### src/rtl/baseball_pkg.sv
// Shared definitions for the batting pipeline: game FSM states, base bit
// positions and the hit-bit ordering agreed with the upstream pulse stage.
package baseball_pkg;

   typedef enum logic [1:0] {
      ST_PLAY   = 2'd0,
      ST_CHANGE = 2'd1,
      ST_OVER   = 2'd2
   } game_state_t;

   // Runner occupancy bit positions inside the 3-bit bases vector
   localparam int BASE_FIRST  = 0;
   localparam int BASE_SECOND = 1;
   localparam int BASE_THIRD  = 2;

   // hit_pulse is {hit1, hit2, hit3, hit4}: hit1 is the MSB
   localparam int HIT1_BIT = 3;
   localparam int HIT2_BIT = 2;
   localparam int HIT3_BIT = 1;
   localparam int HIT4_BIT = 0;

   localparam logic [3:0] HIT1_MASK = 4'(1 << HIT1_BIT);
   localparam logic [3:0] HIT2_MASK = 4'(1 << HIT2_BIT);
   localparam logic [3:0] HIT3_MASK = 4'(1 << HIT3_BIT);
   localparam logic [3:0] HIT4_MASK = 4'(1 << HIT4_BIT);

   localparam logic [3:0] INNING_MAX = 4'd15;

   function automatic logic [2:0] popcount4(input logic [3:0] v);
      return {2'b00, v[0]} + {2'b00, v[1]} + {2'b00, v[2]} + {2'b00, v[3]};
   endfunction

endpackage

### src/rtl/runner_advance.sv
// Combinational runner advancement: every runner and the batter move N bases
// for a hit-N; whoever passes third base scores.
module runner_advance
   import baseball_pkg::*;
(
   input  logic [2:0] bases,
   input  logic [3:0] hit,
   output logic [2:0] new_bases,
   output logic [2:0] runs
);

   logic [1:0] shift_amt;
   logic       hit_valid;
   logic [6:0] advanced;

   // Decode the one-hot hit into an advance distance and move the runners.
   // advanced holds the 8-bit shifted vector without its always-empty home
   // plate bit: [2:0] are the new bases, [6:3] are runners that crossed home.
   always_comb begin
      shift_amt = 2'd0;
      hit_valid = 1'b1;
      if (hit == HIT1_MASK)      shift_amt = 2'd0;
      else if (hit == HIT2_MASK) shift_amt = 2'd1;
      else if (hit == HIT3_MASK) shift_amt = 2'd2;
      else if (hit == HIT4_MASK) shift_amt = 2'd3;
      else                       hit_valid = 1'b0;

      advanced = {3'b000, bases, 1'b1} << shift_amt;

      if (hit_valid) begin
         new_bases = advanced[2:0];
         runs      = popcount4(advanced[6:3]);
      end else begin
         new_bases = bases;
         runs      = 3'd0;
      end
   end

endmodule

### src/rtl/scoreboard.sv
// Game-state tracker: consumes hit/out pulses and maintains bases, outs,
// half-inning, inning and both scores, and detects end of game including
// walk-offs and extra innings. All outputs are registered.
module scoreboard
   import baseball_pkg::*;
#(
   parameter int INNINGS = 9,
   parameter int SCORE_W = 5
) (
   input  logic               clk,
   input  logic               reset_n,
   input  logic [3:0]         hit_pulse,
   input  logic               out_pulse,
   input  logic               new_game,
   output logic [2:0]         bases,
   output logic [1:0]         outs,
   output logic [3:0]         inning,
   output logic               bottom,
   output logic [SCORE_W-1:0] score_visitor,
   output logic [SCORE_W-1:0] score_home,
   output logic [2:0]         runs_scored,
   output logic               score_pulse,
   output logic               change_pulse,
   output logic               game_over
);

   localparam logic [3:0] INNINGS_REG = 4'(INNINGS);

   game_state_t        state_q, state_d;
   logic [2:0]         bases_q, bases_d;
   logic [1:0]         outs_q, outs_d;
   logic [3:0]         inning_q, inning_d;
   logic               bottom_q, bottom_d;
   logic [SCORE_W-1:0] vis_q, vis_d;
   logic [SCORE_W-1:0] home_q, home_d;
   logic [2:0]         runs_q, runs_d;
   logic               score_pulse_q, score_pulse_d;
   logic               change_pulse_q, change_pulse_d;
   logic               game_over_q, game_over_d;

   logic               event_valid;
   logic               is_hit;
   logic               is_out;
   logic [2:0]         adv_bases;
   logic [2:0]         adv_runs;

   function automatic logic [SCORE_W-1:0] sat_add(input logic [SCORE_W-1:0] a,
                                                  input logic [2:0]         r);
      logic [SCORE_W:0] sum;
      sum = {1'b0, a} + (SCORE_W+1)'(r);
      if (sum[SCORE_W]) return '1;
      return sum[SCORE_W-1:0];
   endfunction

   runner_advance u_runner_advance (
      .bases     (bases_q),
      .hit       (hit_pulse),
      .new_bases (adv_bases),
      .runs      (adv_runs)
   );

   assign event_valid = $onehot({hit_pulse, out_pulse});
   assign is_hit      = event_valid && (hit_pulse != 4'd0);
   assign is_out      = event_valid && out_pulse;

   // Next-state and next-output logic: hold everything, strobes default low
   always_comb begin
      state_d        = state_q;
      bases_d        = bases_q;
      outs_d         = outs_q;
      inning_d       = inning_q;
      bottom_d       = bottom_q;
      vis_d          = vis_q;
      home_d         = home_q;
      runs_d         = runs_q;
      score_pulse_d  = 1'b0;
      change_pulse_d = 1'b0;
      game_over_d    = game_over_q;

      if (new_game) begin
         state_d     = ST_PLAY;
         bases_d     = 3'd0;
         outs_d      = 2'd0;
         inning_d    = 4'd1;
         bottom_d    = 1'b0;
         vis_d       = '0;
         home_d      = '0;
         runs_d      = 3'd0;
         game_over_d = 1'b0;
      end else begin
         unique case (state_q)
            ST_PLAY: begin
               if (is_hit) begin
                  bases_d       = adv_bases;
                  runs_d        = adv_runs;
                  score_pulse_d = 1'b1;
                  if (bottom_q) begin
                     home_d = sat_add(home_q, adv_runs);
                     // Walk-off: home takes the lead late in the game
                     if ((inning_q >= INNINGS_REG) && (home_d > vis_q)) begin
                        state_d     = ST_OVER;
                        game_over_d = 1'b1;
                     end
                  end else begin
                     vis_d = sat_add(vis_q, adv_runs);
                  end
               end else if (is_out) begin
                  if (outs_q == 2'd2) begin
                     outs_d         = 2'd3;
                     state_d        = ST_CHANGE;
                     change_pulse_d = 1'b1;
                  end else begin
                     outs_d = outs_q + 2'd1;
                  end
               end
            end

            ST_CHANGE: begin
               bases_d  = 3'd0;
               outs_d   = 2'd0;
               bottom_d = ~bottom_q;
               if (bottom_q && (inning_q != INNING_MAX)) inning_d = inning_q + 4'd1;
               state_d = ST_PLAY;
               // Top half done late with home ahead: bottom half is not played
               if (!bottom_q && (inning_q >= INNINGS_REG) && (home_q > vis_q)) begin
                  state_d     = ST_OVER;
                  game_over_d = 1'b1;
               end
               // Bottom half done late and not tied: decided
               if (bottom_q && (inning_q >= INNINGS_REG) && (home_q != vis_q)) begin
                  state_d     = ST_OVER;
                  game_over_d = 1'b1;
               end
            end

            ST_OVER: begin
               state_d = ST_OVER;
            end

            default: begin
               state_d = ST_PLAY;
            end
         endcase
      end
   end

   // Game state register with asynchronous clear
   always_ff @(posedge clk or negedge reset_n) begin
      if (!reset_n) begin
         state_q        <= ST_PLAY;
         bases_q        <= 3'd0;
         outs_q         <= 2'd0;
         inning_q       <= 4'd1;
         bottom_q       <= 1'b0;
         vis_q          <= '0;
         home_q         <= '0;
         runs_q         <= 3'd0;
         score_pulse_q  <= 1'b0;
         change_pulse_q <= 1'b0;
         game_over_q    <= 1'b0;
      end else begin
         state_q        <= state_d;
         bases_q        <= bases_d;
         outs_q         <= outs_d;
         inning_q       <= inning_d;
         bottom_q       <= bottom_d;
         vis_q          <= vis_d;
         home_q         <= home_d;
         runs_q         <= runs_d;
         score_pulse_q  <= score_pulse_d;
         change_pulse_q <= change_pulse_d;
         game_over_q    <= game_over_d;
      end
   end

   assign bases         = bases_q;
   assign outs          = outs_q;
   assign inning        = inning_q;
   assign bottom        = bottom_q;
   assign score_visitor = vis_q;
   assign score_home    = home_q;
   assign runs_scored   = runs_q;
   assign score_pulse   = score_pulse_q;
   assign change_pulse  = change_pulse_q;
   assign game_over     = game_over_q;

endmodule

### config.mk
export PLATFORM = sky130hd
export DESIGN_NAME = scoreboard
export DESIGN_NICKNAME = d
export VERILOG_FILES = /design/src/rtl/baseball_pkg.sv /design/src/rtl/runner_advance.sv /design/src/rtl/scoreboard.sv
export SDC_FILE = /design/constraint.sdc
export NUM_CORES = 1
export LEC_CHECK = 0
export ABC_AREA = 1
export CAP_MARGIN = 40
export CORE_MARGIN = 1
export CORE_UTILIZATION = 30
export CTS_BUF_LIST = sky130_fd_sc_hd__clkbuf_8 sky130_fd_sc_hd__clkbuf_16
export CTS_CLUSTER_DIAMETER = 100
export DETAILED_ROUTE_END_ITERATION = 10
export GPL_ROUTABILITY_DRIVEN = 1
export PLACE_DENSITY = 0.6
export REMOVE_ABC_BUFFERS = 1
export SLEW_MARGIN = 20
export SYNTH_ARGS = -nofsm -noshare
export SYNTH_HDL_FRONTEND = slang
export SYNTH_SLANG_ARGS = --single-unit
### constraint.sdc
create_clock -name clk -period 4.77 [get_ports clk]
set_input_delay 0.954 -clock clk [delete_from_list [all_inputs] [get_ports clk]]
set_output_delay 0.954 -clock clk [all_outputs]
set_load 0.02 [all_outputs]
* Word-level counts from Yosys, hierarchy flattened
Cells that the tools add are included.
Widths: inputs -> output; s select.
** Word-level totals
- Register bits :: 28
- Output and inout port bits :: 26
** Operators by class
- Add/sub/neg operators :: 11
- Order comparisons :: 3
- Equal/unequal tests :: 22
- Shift-type cells :: 1
- Multiplexer cells :: 76
- Bitwise operators :: 1
- Reductions and logical operators :: 25
** Operators with widths (count)
- $mux 5 :: 16
- $mux 2 :: 16
- $mux 1 :: 30
- $ne 4x4->1 const B :: 6
- $mux 3 :: 7
- $ne 3x3->1 const B :: 5
- $add 5x3->6 :: 2
- $mux 4 :: 3
- $reduce_and 3->1 :: 4
- $gt 5x5->1 :: 2
- $reduce_bool 2->1 :: 5
- $add 3x1->3 :: 3
- $logic_and 1x1->1 :: 8
- $shl 4x2->7 :: 1
- $add 1x1->2 :: 3
- $pmux 2 s3 :: 1
- $pmux 3 s2 :: 1
- $ne 5x5->1 :: 1
- $reduce_and 5->1 :: 1
- $add 4x1->4 const B :: 1
- $eq 2x2->1 const B :: 2
- $eq 4x1->1 const B :: 1
- $eq 4x2->1 const B :: 1
- $eq 4x3->1 const B :: 1
- 17 further kinds :: 18

* Longest topological paths before layout
Gate-level depths: netlist (run 1).
- Depth in word-level cells :: 28
- Depth in mapped cells :: 30
- Depth with buffers taken out :: 30

* By module
From an unflattened synthesis (run 1), not the netlist that was laid out.
** Second synthesis, totals
- Cell total of the unflattened synthesis :: 304
- Area total of the unflattened synthesis :: 2321.0 um^2
** By module, submodules not included
- scoreboard :: times used 1, cells an instance 250, area each 2010.7 um^2, sequential area each 701.9 um^2
- runner_advance :: times used 1, cells an instance 54, area each 310.3 um^2, sequential area each 0.0 um^2

* Worst setup path after synthesis (run 1)
Ideal clock, no wire load.
- Path type :: in2reg
- Start point :: input port hit_pulse[0]
- End point :: register game_over_q (netlist: game_over)
- Setup time :: 77 ps
- Data arrival time :: 4539 ps
- Data required time :: 4693 ps
- Slack :: 153 ps
- Cell stages on the path :: 27
- Buffers on the path :: 0
- Path through :: inv_1 > ha_1 > nand3_1 > nand2_1 > o21ai_0 > nand2_1 > o31ai_1 > ha_1 > fa_1 > ha_1 > nand2_2 > nand2_1 > nand2_1 > inv_1 > ha_1 > inv_1 > nand3_1 > nand3_1 > nand3_2 > ha_1 > nand4_1 > or2_2 > nand3_1 > nand2_1 > a21oi_1 > nand2_1 > a21oi_1
** Between the ends
- Word-level cells in the longest chain between the ends :: 25
** Ends and longest elaborated chain
- start: declaration :: line scoreboard.sv:12 : input logic [3:0] hit_pulse,
- $eq 4x1->1 :: line runner_advance.sv:25 : else if (hit == HIT4_MASK) shift_amt = 2'd3;
- $mux 2 :: line runner_advance.sv:25
- $mux 2 :: line runner_advance.sv:24 : else if (hit == HIT3_MASK) shift_amt = 2'd2;
- $mux 2 :: line runner_advance.sv:23 : else if (hit == HIT2_MASK) shift_amt = 2'd1;
- $mux 2 :: line runner_advance.sv:22 : if (hit == HIT1_MASK) shift_amt = 2'd0;
- $shl 4x2->7 :: line runner_advance.sv:28 : advanced = {3'b000, bases, 1'b1} << shift_amt;
- $add 1x1->2 :: line baseball_pkg.sv:30 : return {2'b00, v[0]} + {2'b00, v[1]} + {2'b00, v[2]} + {2'b00, v[3]};
- $add 3x1->3 (2 in a row) :: line baseball_pkg.sv:30
- (+8 left out)
- $mux 5 :: line scoreboard.sv:97 : if (bottom_q) begin
- $mux 5 :: line scoreboard.sv:93 : if (is_hit) begin
- $mux 5 :: line scoreboard.sv:91 : unique case (state_q)
- $mux 5 :: line scoreboard.sv:80 : if (new_game) begin
- $gt 5x5->1 :: line scoreboard.sv:100 : if ((inning_q >= INNINGS_REG) && (home_d > vis_q)) begin
- $logic_and 1x1->1 :: line scoreboard.sv:100
- $ne 3x3->1 (no line)
- $reduce_and 5->1 (no line) (*)
- end signal: assignment :: line scoreboard.sv:172 : game_over_q <= game_over_d;
- end: declaration :: line scoreboard.sv:39 : logic game_over_q, game_over_d;
Every way passes the cells marked *; elsewhere a longest branch is shown, timed or not. The select of a mux whose other input is x is not followed.
A chain may end at the register's enable or synchronous reset.

* Worst setup path in the final report (run 1)
- Start point :: input port hit_pulse[0]
- End point :: register bases_q[2] (netlist: bases[2])
** Between the ends
- Word-level cells in the longest chain between the ends :: 10
** Ends and longest elaborated chain
- branches (longest 10 deep; another with $add 2x2->3)
- end signal: assignment :: line scoreboard.sv:163 : bases_q <= bases_d;
- end: declaration :: line scoreboard.sv:30 : logic [2:0] bases_q, bases_d;
Several ways; the timed one is not identified. The select of a mux whose other input is x is not followed.

==> flow_summary.json, run 1 <==
{
  "result_of_the_run": "completed",
  "timing.critical_path.slowest_cell_delay_ns": 0.18,
  "hold_path_startpoint": "runs_scored[2]",
  "die_area_um2": 7850,
  "horizontal_die_dimension_um": 88.6,
  "core-area_um2": 7250,
  "maxCapViolations": 0,
  "post_synth.cell_area_avg_um2": 7.38,
  "first_global_vias": 2338,
  "initial_antenna_violation_count": 0,
  "hold-path-cell-count": 2,
  "vdd_ir_drop_max_uv": 221,
  "netlist_area_um2": 2250,
  "number_of_warnings_reported_in_the_yosys_synthesis_log": 0,
  "critical-path-top-cell-by-count": "buf_4",
  "syn2layout_area_growth_pct": 47.0,
  "max_freq_ghz": 0.216,
  "relSlewSlack_pct": 65.1,
  "clock-skew-final_ns": 0.00378,
  "internal_power_w": 0.000503,
  "drt_pass1_iterations": 4,
  "number_of_enable_flip_flop_cells_after_synthesis": 0,
  "clkSlewWorstSetupHoldPaths_ns": 0.10,
  "clkLatencyLatePin_ns": 0.27,
  "grt_first_pass_wirelength_mm": 10.6,
  "antenna_left": 0,
  "num-nets-final": 430,
  "pwr-share-comb_pct": 46.5,
  "drt-initial-drc-count": 63,
  "routed-via-count": 2290,
  "synth-seq-cells": 28,
  "post-route-period-util_pct": 97.2,
  "antennaDiodeCount": 0,
  "unrepaired_setup_endpoints_after_global_routing": "no",
  "total_negative_setup_slack_ns": 0,
  "finalMaxSlewViolations": 0,
  "route.detailed.vias_per_inst": 4.65,
  "worst_reg2reg_path_length_in_cells": 27,
  "regToRegEndpoint": "bases[2]",
  "clock-sinks": 28,
  "clock_power_share_pct": 16.9,
  "globalRouteOverflowTotal": 0,
  "hold-worst-slack_ns": 0.497,
  "final.min_clock_period_ns": 4.64,
  "r2r-start": "bases[1]",
  "top_level_port_count": 34,
  "num-fill-cells": 714,
  "grt_use_total_pct": 17.4,
  "holdPathEnd": "runs_scored[2]",
  "p_per_area_nw_per_um2": 237,
  "dpl_cell_area_um2": 2840,
  "cts_buffers": 3,
  "remaining_drc_errors": 0,
  "timing.critical_path.from_type": "input pin",
  "dieHeight_um": 88.6,
  "switching_share_pct": 35.9,
  "synth_sequential_area_ratio_pct": 31.2,
  "maximum_number_of_pins_on_one_net_before_global_route_repair": 29,
  "final-setup-viol-count": 0,
  "cp-end-kind": "flip-flop",
  "initial_utilization_pct": 31.0,
  "hold_class": "flip-flop to flip-flop",
  "leakage_nw": 1.67,
  "post_detail_place_hpwl_mm": 4.35,
  "synth-async-reset-ratio_pct": 100,
  "finalWeightedCongestion": 0.855,
  "seq_power_share_pct": 36.6,
  "clock_buffer_depth": 2,
  "net-switching-power_w": 0.000282,
  "cp_max_fo": 5,
  "arrival_ns": 4.80,
  "cts_hold_buffers": 0,
  "final_layout_size_suffix_gt1_share_pct": 30.7,
  "port_buffers": 33,
  "ys_dominant_reg_cell": "dfrtp_1",
  "rows": 31,
  "required_worst_endpoint_ns": 4.93,
  "htreeDepth": 1,
  "worst_max_slew_pin_slew_ns": 0.522,
  "synthCells": 305,
  "wl_final_mm": 6.39,
  "ctsRootBufferMaster": "clkbuf_8",
  "timing_worst_setup_path_type": "input pin to flip-flop",
  "finalInstanceArea_um2": 3310,
  "cts_tree": "yes",
  "finalHoldViolations": 0,
  "r2r_setup_slack_ns": 0.92,
  "critical-path-slowest-cell": "o2111ai_2",
  "route.detailed.wl_per_inst_um": 13.0,
  "synth.distinct_cells": 29
}
==> synth_stat cells, types with 3 or more instances <==
cell      n  area share, %
nand3_2   3            1.3
nand2_2   5            1.4
dfrtp_1  27             30
a21oi_1  13            2.9
nand3_1  22            4.9
inv_2     6            1.0
inv_1    51            8.5
o21ai_0  17            3.8
o21ai_1   8            1.8
ha_1     24             13
fa_1      3            2.7
nand2_1  68             11
nor3_1    5            1.1
nor2_2    7            1.9
nor2_1   23            3.8
nand4_1   3           0.83
==> worst max-delay path by stage <==
stage	endpoint	cells past startpoint	start
finish	bases[2]	33	hit_pulse[0]
global route	bases[2]	33	hit_pulse[0]
CTS	game_over	27	hit_pulse[3]
detailed placement	game_over	28	hit_pulse[1]
global placement	game_over	28	hit_pulse[1]
floorplan	game_over	27	hit_pulse[0]
==> flip-flops by register name (all words and copies together), names as in the netlist, 2 cells and up <==
| signal | count |
|---|---|
| bases | 3 |
| inning | 4 |
| outs | 2 |
| runs_scored | 3 |
| score_home | 5 |
| score_visitor | 5 |
| state_q | 2 |
==> placed cells by master, fill, tap and decap left out, types with 2 or more instances in the layout <==
master / count
clkbuf_2: 2
clkbuf_8: 3
ha_1: 18
dfrtp_1: 27
inv_2: 11
o21ai_0: 14
ha_4: 5
dlymetal6s2s_1: 2
nor3_2: 2
nand4_1: 3
nor2_2: 7
buf_4: 52
nand2_4: 4
a21oi_1: 11
a21oi_2: 2
nand3b_1: 2
nand2_2: 12
o21ai_1: 9
nand3_4: 3
nand2_1: 59
inv_1: 46
nand3_1: 18
o21ai_2: 2
clkdlybuf4s50_1: 29
nor3_1: 5
nand3_2: 6
o211ai_1: 2
fa_1: 2
nor2_1: 23
==> worst max-delay path: cells and delay by family <==
family	cells	cell delay, ns
fa+ha+maj	1	0.17
simple gates	3	0.27
buf+inv	26	3.04
compound gates	3	0.34
==> layer usage <==
metal	GRT usage [%]	vias up	share of wire (%)
li1	-	1153	-
met1	21.6	1084	44
met2	31.9	39	52
met3	1.77	14	2.5
met4	4.69	0	2.5
met5	0	-	0
==> stage by stage <==
step | power (W) | util (%) | setup WS [ns] | instances
global route | 0.000836 | 45.6 | 0.0440 | 493
finish | 0.000785 | 45.6 | 0.131 | 493
floorplan | 0.000430 | - | 0.153 | 304
detailed placement | 0.000541 | 39.2 | -0.649 | 455
CTS | 0.000762 | 44.1 | 0.0485 | 492
global placement | 0.000537 | 39.2 | -0.521 | 455
==> power by group through the flow <==
stage                     clock [W]  combinational [W]  sequential, W
after floorplan                   0           0.000113       0.000317
after global placement            0           0.000247       0.000291
after detailed placement          0           0.000250       0.000291
after CTS                  0.000137           0.000339       0.000286
after global routing       0.000145           0.000399       0.000292
final                      0.000133           0.000365       0.000287
==> cell families after synthesis <==
family	after synthesis	synth area share, %
AND/OR/NAND/NOR	146	31.4
buffers and inverters	58	9.73
AO/OA/AOI/OAI	44	10.9
flip-flops	28	31.2
adder cells (fa/ha/maj)	27	16.0
XOR/XNOR	2	0.779
==> final cells by class <==
type	instances	area (µm²)	area share, %
tap	99	124	3.75
clock inverter	1	3.75	0.114
inverter	57	216	6.55
timing repair buffer	86	727	22.0
sequential	28	702	21.2
multi-input combinational	219	1490	45.1
clock buffer	3	41.3	1.25
==> repair_timing <==
action	CTS	global route
hold endpoints to repair	0	0
buffers inserted	33	1
cloned	0	0
endpoints found under the setup margin	2	4
pin swaps	12	15
gates resized for setup	19	33
(Power assumes the default switching activity.)
==> run 2, diff against run 1 <==
--- a/config.mk
+++ b/config.mk
@@ -7,7 +7,6 @@
 export LEC_CHECK = 0
 export ABC_AREA = 1
 export CAP_MARGIN = 40
-export CORE_MARGIN = 1
 export CORE_UTILIZATION = 30
 export CTS_BUF_LIST = sky130_fd_sc_hd__clkbuf_8 sky130_fd_sc_hd__clkbuf_16
 export CTS_CLUSTER_DIAMETER = 100
==> results of run 2 <==
Same layout as run 1: the final DEF is identical, and so are final timing and power.
==> run 3, diff against run 2 <==
--- a/config.mk
+++ b/config.mk
@@ -7,12 +7,13 @@
 export LEC_CHECK = 0
 export ABC_AREA = 1
 export CAP_MARGIN = 40
+export CORE_ASPECT_RATIO = 1.5
 export CORE_UTILIZATION = 30
 export CTS_BUF_LIST = sky130_fd_sc_hd__clkbuf_8 sky130_fd_sc_hd__clkbuf_16
 export CTS_CLUSTER_DIAMETER = 100
 export DETAILED_ROUTE_END_ITERATION = 10
 export GPL_ROUTABILITY_DRIVEN = 1
-export PLACE_DENSITY = 0.6
+export PLACE_DENSITY = 0.45
 export REMOVE_ABC_BUFFERS = 1
 export SLEW_MARGIN = 20
 export SYNTH_ARGS = -nofsm -noshare
==> flow_summary.json, run 3 (synthesized netlist as in run 1, its figures left out) <==
{
  "layout.core_utilization_pct": 41.8,
  "die_area_um2": 7860,
  "final_layout_size_suffix_gt1_share_pct": 20.3,
  "finalWeightedCongestion": 0.843,
  "clkLatencyLatePin_ns": 0.29,
  "critical-path-slowest-cell": "fa_2",
  "maxCapViolations": 0,
  "cts_tree": "yes",
  "drt_pass1_iterations": 4,
  "total_negative_setup_slack_ns": 0,
  "grt_first_pass_wirelength_mm": 9.45,
  "port_buffers": 33,
  "setup_ws_ns": 0.336,
  "remaining_drc_errors": 0,
  "routed-via-count": 2114,
  "finalHoldViolations": 0,
  "cts_hold_buffers": 0,
  "num-nets-final": 401,
  "route.detailed.vias_per_inst": 4.55,
  "worst_max_slew_pin_slew_ns": 0.507,
  "layout_common_cells": "65 x nand2_1, 50 x inv_1, 29 x clkdlybuf4s50_1, 27 x dfrtp_1, 24 x buf_4",
  "vdd_ir_drop_max_uv": 161,
  "core-area_um2": 7230,
  "syn2layout_area_growth_pct": 34.3,
  "cp_max_fo": 5,
  "ctsRootBufferMaster": "clkbuf_8",
  "timing_worst_setup_path_type": "input pin to flip-flop",
  "antennaDiodeCount": 0,
  "clock-skew-final_ns": 0.0149,
  "post-route-period-util_pct": 92.9,
  "post_detail_place_hpwl_mm": 4.73,
  "initial_utilization_pct": 31.1,
  "initial_antenna_violation_count": 0,
  "finalMaxSlewViolations": 0,
  "relSlewSlack_pct": 66.1,
  "globalRouteOverflowTotal": 0,
  "grt_use_total_pct": 15.8,
  "clock-sinks": 28,
  "timing.critical_path.from_type": "input pin",
  "max_freq_ghz": 0.226,
  "wl_final_mm": 5.75,
  "cts_buffers": 3,
  "htreeDepth": 1,
  "result_of_the_run": "completed",
  "hold_class": "flip-flop to flip-flop",
  "antenna_left": 0,
  "timing.critical_path.slowest_cell_delay_ns": 0.39,
  "final_common_cell": "nand2_1",
  "dieHeight_um": 108,
  "drt-initial-drc-count": 74,
  "top_level_port_count": 34,
  "p_per_area_nw_per_um2": 246,
  "arrival_ns": 4.63,
  "cp-end-kind": "flip-flop",
  "rows": 38,
  "required_worst_endpoint_ns": 4.96,
  "final.min_clock_period_ns": 4.43,
  "final-setup-viol-count": 0,
  "maximum_number_of_pins_on_one_net_before_global_route_repair": 29,
  "critical-path-top-cell-by-count": "nand2_1",
  "unrepaired_setup_endpoints_after_global_routing": "no",
  "leakage_nw": 1.50,
  "clock_buffer_depth": 2,
  "horizontal_die_dimension_um": 72.7,
  "placement.setup.worst_slack_ns": -0.664,
  "route.detailed.wl_per_inst_um": 12.4,
  "first_global_vias": 2038,
  "clkSlewWorstSetupHoldPaths_ns": 0.12
}
## run 3: cell count changes in the layout (fill, tap and decap cells not counted), sizes merged
cell,previous run,this run
bufinv,0,1
buf,53,24
inv,58,57
## run 3: worst paths after layout
check,from,to,slack (ns),cells past startpoint
worst min register to register,runs_scored[1],runs_scored[1],0.50,2
worst max register to register,bases[1],state_q[1],1.13,25
max in group asynchronous,reset_n,inning[0],3.42,2
worst min-delay path,runs_scored[1],runs_scored[1],0.50,2
min in group asynchronous,reset_n,score_home[3],1.04,2
worst max-delay path,hit_pulse[0],state_q[1],0.34,31
## run 3: report_power, final
group          switching (W)  leakage [nW]  internal [W]
registers          0.0000224         0.380      0.000263
logic               0.000148          1.09      0.000109
clock network      0.0000885        0.0357      0.000113
total               0.000259          1.50      0.000485
## run 3: what timing repair did
action / in CTS / in global routing
setup buffers: 1 / 1
resized for setup: 12 / 15
pin swaps: 6 / 11
endpoints found under the setup margin: 2 / 2
## run 3: cell type report
type | instances | area, µm²
Clock buffer | 3 | 41.3
Clock inverter | 1 | 30.0
Fill cell | 791 | 4210
Inverter | 57 | 214
Multi-Input combinational cell | 219 | 1400
Sequential cell | 28 | 702
Tap cell | 100 | 125
Timing Repair Buffer | 57 | 505
## run 3: worst max-delay path: cells and delay by family
| family | cells | cell delay [ns] |
|---|---|---|
| fa+ha+maj | 6 | 1.61 |
| xor+xnor | 1 | 0.14 |
| buf+inv | 7 | 0.60 |
| simple gates | 14 | 1.12 |
| compound gates | 3 | 0.20 |
## run 3: metrics by stage
step           instances  total power [W]  hold slack [ns]  cell area, µm²
6_report             465         0.000744            0.499            3020
5_1_grt              465         0.000789            0.537            3020
4_1_cts              464         0.000746            0.502            2970
3_5_place_dp         459         0.000543            0.476            2870
3_3_place_gp         459         0.000541            0.478            2870
2_1_floorplan        304         0.000430            0.502            2240
## run 3: routing by layer
layer  wire, µm  global-route usage (%)
met5          0                       0
met4        219                    7.56
met3         91                    1.30
met2       3100                    29.2
met1       2340                    17.9
